<file path="src/rtl/i2c_fifo_slave.sv">
// i2c_fifo_slave: I2C target that drains the DSP->I2C FIFO onto the bus.
// The master either reads the FIFO fill count (ptr=0) or streams FIFO data
// bytes (ptr=1). SCL/SDA are oversampled in the clk domain, no clock stretching.
//
// state     | meaning
// ----------+-------------------------------------------------------------
// IDLE      | bus free, SDA released
// ADDR      | shifting in address byte + R/W bit
// ADDR_ACK  | address matched, driving ACK for one SCL low-high-low window
// PTR       | receiving pointer byte (write transaction)
// PTR_ACK   | ACK (ptr 0x00/0x01) or NACK (anything else) for pointer byte
// TX        | shifting a byte out MSB-first, SDA updated after each SCL fall
// TX_ACK    | SDA released, sampling the master's ACK/NACK on SCL rise
// WAIT_STOP | ignoring the bus until STOP or repeated START

module i2c_fifo_slave #(
    parameter logic [6:0] SLAVE_ADDR  = 7'h42,
    parameter int         CNTSIZE     = 8,
    parameter int         SYNC_STAGES = 2
) (
    input  logic               clk,
    input  logic               reset,
    input  logic               scl_i,
    input  logic               sda_i,
    output logic               sda_oe,
    input  logic [7:0]         fifo_dout,
    input  logic               fifo_doutV,
    output logic               fifo_doutR,
    input  logic [CNTSIZE-1:0] fifo_cnt,
    output logic               busy
);

    typedef enum logic [2:0] {
        IDLE, ADDR, ADDR_ACK, PTR, PTR_ACK, TX, TX_ACK, WAIT_STOP
    } state_t;

    state_t                 state;
    logic [SYNC_STAGES-1:0] scl_sync;
    logic [SYNC_STAGES-1:0] sda_sync;
    logic                   scl_d;
    logic                   sda_d;
    logic                   scl_s;
    logic                   sda_s;
    logic                   scl_rise;
    logic                   scl_fall;
    logic                   start_det;
    logic                   stop_det;
    logic [6:0]             shift;
    logic [7:0]             rx_byte;
    logic [2:0]             bit_cnt;
    logic [6:0]             tx_shift;
    logic                   ack_phase;
    logic                   rw;
    logic                   ptr;
    logic                   ptr_ok;
    logic [7:0]             cnt_byte;
    logic [7:0]             load_byte;
    logic                   load_pop;

    // Synchronise the pads; the extra edge-detect flop gives one-clk event pulses
    always_ff @(posedge clk or negedge reset) begin
        if (!reset) begin
            scl_sync <= '1;
            sda_sync <= '1;
            scl_d    <= 1'b1;
            sda_d    <= 1'b1;
        end else begin
            scl_sync <= {scl_sync[SYNC_STAGES-2:0], scl_i};
            sda_sync <= {sda_sync[SYNC_STAGES-2:0], sda_i};
            scl_d    <= scl_s;
            sda_d    <= sda_s;
        end
    end

    assign scl_s     = scl_sync[SYNC_STAGES-1];
    assign sda_s     = sda_sync[SYNC_STAGES-1];
    assign scl_rise  = scl_s & ~scl_d;
    assign scl_fall  = ~scl_s & scl_d;
    assign start_det = scl_s & scl_d & sda_d & ~sda_s;
    assign stop_det  = scl_s & scl_d & ~sda_d & sda_s;
    assign rx_byte   = {shift, sda_s};
    assign cnt_byte  = 8'(fifo_cnt);
    assign busy      = (state != IDLE);

    // Select the next transmit byte; only a valid FIFO head is ever popped
    always_comb begin
        load_byte = 8'h00;
        load_pop  = 1'b0;
        if (!ptr) begin
            load_byte = cnt_byte;
        end else if (fifo_doutV) begin
            load_byte = fifo_dout;
            load_pop  = 1'b1;
        end
    end

    // Protocol FSM with registered SDA drive and pop strobe
    always_ff @(posedge clk or negedge reset) begin
        if (!reset) begin
            state      <= IDLE;
            sda_oe     <= 1'b0;
            fifo_doutR <= 1'b0;
            ptr        <= 1'b1;
            shift      <= '0;
            bit_cnt    <= '0;
            tx_shift   <= '0;
            ack_phase  <= 1'b0;
            rw         <= 1'b0;
            ptr_ok     <= 1'b0;
        end else begin
            fifo_doutR <= 1'b0;
            if (start_det) begin
                state     <= ADDR;
                bit_cnt   <= '0;
                sda_oe    <= 1'b0;
                ack_phase <= 1'b0;
            end else if (stop_det) begin
                state     <= IDLE;
                sda_oe    <= 1'b0;
                ack_phase <= 1'b0;
            end else begin
                case (state)
                    ADDR: begin
                        if (scl_rise) begin
                            shift   <= rx_byte[6:0];
                            bit_cnt <= bit_cnt + 3'd1;
                            if (bit_cnt == 3'd7) begin
                                ack_phase <= 1'b0;
                                rw        <= rx_byte[0];
                                state     <= (rx_byte[7:1] == SLAVE_ADDR) ? ADDR_ACK : WAIT_STOP;
                            end
                        end
                    end
                    ADDR_ACK: begin
                        if (scl_fall) begin
                            if (!ack_phase) begin
                                sda_oe    <= 1'b1;
                                ack_phase <= 1'b1;
                            end else begin
                                ack_phase <= 1'b0;
                                bit_cnt   <= '0;
                                if (rw) begin
                                    tx_shift   <= load_byte[6:0];
                                    sda_oe     <= ~load_byte[7];
                                    fifo_doutR <= load_pop;
                                    state      <= TX;
                                end else begin
                                    sda_oe <= 1'b0;
                                    state  <= PTR;
                                end
                            end
                        end
                    end
                    PTR: begin
                        if (scl_rise) begin
                            shift   <= rx_byte[6:0];
                            bit_cnt <= bit_cnt + 3'd1;
                            if (bit_cnt == 3'd7) begin
                                ptr_ok <= (rx_byte[7:1] == 7'd0);
                                if (rx_byte[7:1] == 7'd0)
                                    ptr <= rx_byte[0];
                                ack_phase <= 1'b0;
                                state     <= PTR_ACK;
                            end
                        end
                    end
                    PTR_ACK: begin
                        if (scl_fall) begin
                            if (!ack_phase) begin
                                sda_oe    <= ptr_ok;
                                ack_phase <= 1'b1;
                            end else begin
                                sda_oe    <= 1'b0;
                                ack_phase <= 1'b0;
                                state     <= WAIT_STOP;
                            end
                        end
                    end
                    TX: begin
                        if (scl_fall) begin
                            if (bit_cnt == 3'd7) begin
                                sda_oe    <= 1'b0;
                                ack_phase <= 1'b0;
                                state     <= TX_ACK;
                            end else begin
                                sda_oe   <= ~tx_shift[6];
                                tx_shift <= {tx_shift[5:0], 1'b0};
                                bit_cnt  <= bit_cnt + 3'd1;
                            end
                        end
                    end
                    TX_ACK: begin
                        if (scl_rise) begin
                            if (sda_s)
                                state <= WAIT_STOP;
                            else
                                ack_phase <= 1'b1;
                        end else if (scl_fall && ack_phase) begin
                            ack_phase  <= 1'b0;
                            bit_cnt    <= '0;
                            tx_shift   <= load_byte[6:0];
                            sda_oe     <= ~load_byte[7];
                            fifo_doutR <= load_pop;
                            state      <= TX;
                        end
                    end
                    default: begin
                    end
                endcase
            end
        end
    end

endmodule

</file>
<file path="config.mk">
export PLATFORM = sky130hd
export DESIGN_NAME = i2c_fifo_slave
export DESIGN_NICKNAME = d
export VERILOG_FILES = /design/src/rtl/i2c_fifo_slave.sv
export SDC_FILE = /design/constraint.sdc
export NUM_CORES = 1
export LEC_CHECK = 0
export ABC_CLOCK_PERIOD_IN_PS = 2900
export CORE_MARGIN = 2
export CORE_UTILIZATION = 55
export CTS_CLUSTER_DIAMETER = 50
export DETAILED_ROUTE_END_ITERATION = 10
export PLACE_DENSITY = 0.9
export SETUP_SLACK_MARGIN = 0.1
export SLEW_MARGIN = 15
export SYNTH_ARGS = -nofsm -noshare
export SYNTH_HDL_FRONTEND = slang
export SYNTH_SLANG_ARGS = --single-unit
</file>
<file path="constraint.sdc">
create_clock -name clk -period 2.9 [get_ports clk]
set_clock_uncertainty 0.2 [all_clocks]
set_input_delay 0.58 -clock clk [delete_from_list [all_inputs] [get_ports clk]]
set_output_delay 0.58 -clock clk [all_outputs]
set_load 0.05 [all_outputs]
</file>
==> impl_metrics.csv <==
group,metric,value,unit
place,place_congestion,0.905,
finish,final_common_cell,"dfrtp_1",
critical_path,cp.buffers_inverters,2,
global_routing,grt_pass1_vias,1500,
route,totalWireLength,3830,um
global_routing,grt_start_max_net_pins,33,
floorplanning,num_rows,21,
sta,finalSetupViolCount,0,
pwr,max-vdd-ir-drop,0.000329,V
pwr,seqPwrFrac,40.2,%
floorplanning,die_h,62.4,um
synthesis,seq_area_frac_synth,43.2,%
global_routing,antenna_found_initial,0,
cts,hold_buffers,0,
synthesis,synthTopCellsByArea,"dfrtp_1 33%, dfstp_2 9.8%, mux2_2 7.2%",
floorplanning,start_util,56.6,%
route,wl_per_cell,14.9,um
sta,fin_crit,2.35,ns
cts,clk_pin_slew,0.10,ns
route,drt-initial-drc-count,142,
sta,relSlewSlack,63.3,%
hold_path,hold_class,"reg2reg",
pwr,power-per-cell-area,803,mW/mm2
sta,setup-tns-final,0,ns
synthesis,synthArstFlopShare,100,%
global_routing,overflow,0,
finish,syn2layout_area_growth,17.6,%
sta,maxSlewViolCount,0,
pwr,clkPwrFrac,16.3,%
floorplanning,fp.dieW,62.4,um
critical_path,cp.required,2.12,ns
pwr,finalPower,1.77,mW
synthesis,synth-edff-count,0,
cts,cts.path.max_buffers,2,
critical_path,crit_fanout,17,
synthesis,syn_area_per_cell,10.1,um2
finish,fill_cells,271,
pwr,power_leakage,0.912,nW
flow_run,max_cap_viol_count,0,
route,vias,1502,
sta,hold_viol,0,
critical_path,crit_path_cell_trace,"inv_1 > nand2_1 > buf_4",
finish,ff_latch_area,810,um2
route,first_pass_iters,4,
critical_path,cp-end-kind,"output port",
route,drc,0,
critical_path,critPathKind,"reg2out",
pwr,p_switching,684,uW
finish,drive_gt1_share,20.4,%
finish,final_cell_mix,"25 x dfrtp_1, 22 x clkdlybuf4s50_1, 16 x nand2_1, 16 x a21oi_1, 12 x mux2_2",
synthesis,synthesis.nets,208,
cts,clock_sinks,32,
run_status,outcome,"finished clean",
route,ant_nets,0,
critical_path,cpPeakStageDelay,0.70,ns
pwr,power.internal,1.09,mW
cts,post_cts_resized,0,
global_routing,grt_pass1_wl,6840,um
global_routing,globalRouteTotalUtil,22.2,%
floorplanning,dieArea,0.00389,mm2
sta,period_share,81.0,%
hold_path,holdPathStages,0,
critical_path,crit_slowest_cell,"dfrtp_1",
critical_path,worst_r2r_path_depth,5,
synthesis,ys_warn_count,0,
place,io_buffer_count,23,
critical_path,worst_ep_arrival_time,1.57,ns
sta,max_freq,426,MHz
synthesis,synth_top_area_cell,"dfrtp_1",
cts,cts_tree,"done",
synthesis,synth_top_area_share,33.4,%
sta,rsz0062_at_grt,"no",
finish,antennaDiodeCount,0,
route,drt-vias-per-instance,5.84,
synthesis,syn_area,0.00187,mm2
synthesis,synthCells,185,
critical_path,cp.depth,3,
cts,htreeDepth,2,
synthesis,ys_ff_latch,32,
cts,cts_buffers,5,
floorplanning,ios,24,
finish,multiInputGateArea,995,um2
pwr,switching_share,38.6,%
floorplanning,core_area,0.00331,mm2
cts,postCtsSetupBuffers,0,
synthesis,synth_flop_cell,"dfrtp_1",
cts,clk_latency,0.33,ns
sta,worst_pin_slew,0.550,ns
critical_path,critical_path.top_delay_family,"flip-flops",
place,hpwlAfterDp,2750,um
critical_path,critPathLaunchType,"flip-flop",
finish,fin_nets,233,
pwr,power_frac_comb,43.6,%
synthesis,synth_cell_types,47,
cts,cts-root-buf,"clkbuf_4",
cells in the mapped netlist (2+ instances only):
library cell  count
a21oi_1          16
a21oi_2           2
a221oi_1          4
a31oi_1           3
and3b_1           2
and4bb_2          3
buf_2             4
buf_4             2
clkbuf_1          2
dfrtp_1          25
dfstp_2           7
ha_1              2
inv_1             3
mux2_1            8
mux2_2           12
nand2_1          16
nand2b_1          5
nand3_1           3
nand3b_1          3
nor2_1           11
nor2b_1          10
nor3_1            2
o21a_1            2
o21ai_0          11
o21ai_1           2
o22ai_1           3
or4_1             2
worst paths after layout:
kind,slack [ns],to,startpoint
worst max register to register,0.62,state[0],scl_d
min in group asynchronous,0.43,sda_oe,reset
worst min register to register,0.16,scl_sync[1],scl_sync[0]
worst min-delay path,0.16,scl_sync[1],scl_sync[0]
max in group asynchronous,1.74,ptr,reset
worst max-delay path,0.55,busy,state[1]
power by group through the flow:
| stage | clock, mW | sequential [mW] | combinational [mW] |
|---|---|---|---|
| after floorplan | 0 | 0.681 | 0.608 |
| after global placement | 0 | 0.712 | 0.733 |
| after detailed placement | 0 | 0.717 | 0.763 |
| after CTS | 0.302 | 0.709 | 0.770 |
| after global routing | 0.327 | 0.729 | 0.848 |
| final | 0.288 | 0.711 | 0.771 |
cell families after synthesis:
group / synth area share (%)
AO/OA/AOI/OAI: 16.5
XOR/XNOR: 0.468
adder cells (fa/ha/maj): 1.94
buffers and inverters: 3.67
flip-flops: 43.2
multiplexers: 12.0
AND/OR/NAND/NOR: 22.2
registers in the layout, summed over array words and instances (netlist names):
register and cells:
ack_phase 1, scl_sync 2, bit_cnt 3, shift 7, ptr 1, sda_oe 1, fifo_doutR 1, state 3
tx_shift 7, ptr_ok 1, sda_d 1, sda_sync 2, scl_d 1, rw 1
metal layers:
layer	part of all wire, %	up-vias	global-route usage [%]
li1	-	727	-
met1	42	711	28.2
met2	50	55	35.9
met3	6.1	9	5.62
met4	1.9	0	10.6
met5	0	-	0
stage by stage:
step	setup WS (ns)	util [%]	hold WS, ns	area (um2)	std cells
floorplan	0.880	-	0.0844	1870	185
global placement	0.493	64.5	0.146	2130	249
detailed placement	0.421	64.5	0.150	2130	249
CTS	0.536	66.6	0.163	2200	257
global route	0.391	66.6	0.168	2200	257
finish	0.552	66.6	0.161	2200	257
area by class of cell:
type                            instances  share of cell area, %
Multi-Input combinational cell        140                   45.1
Clock buffer                            8                   3.12
Timing Repair Buffer                   27                   11.7
Sequential cell                        32                   36.7
Inverter                                4                  0.681
Tap cell                               46                   2.61
worst register-to-register path: stages (launching register included):
cell and delay (ns):
dfstp_2 0.62, and4bb_1 0.42, a221oi_1 0.28, a21oi_1 0.12
o21ai_2 0.19, mux2_2 0.35
(Power assumes the default switching activity.)
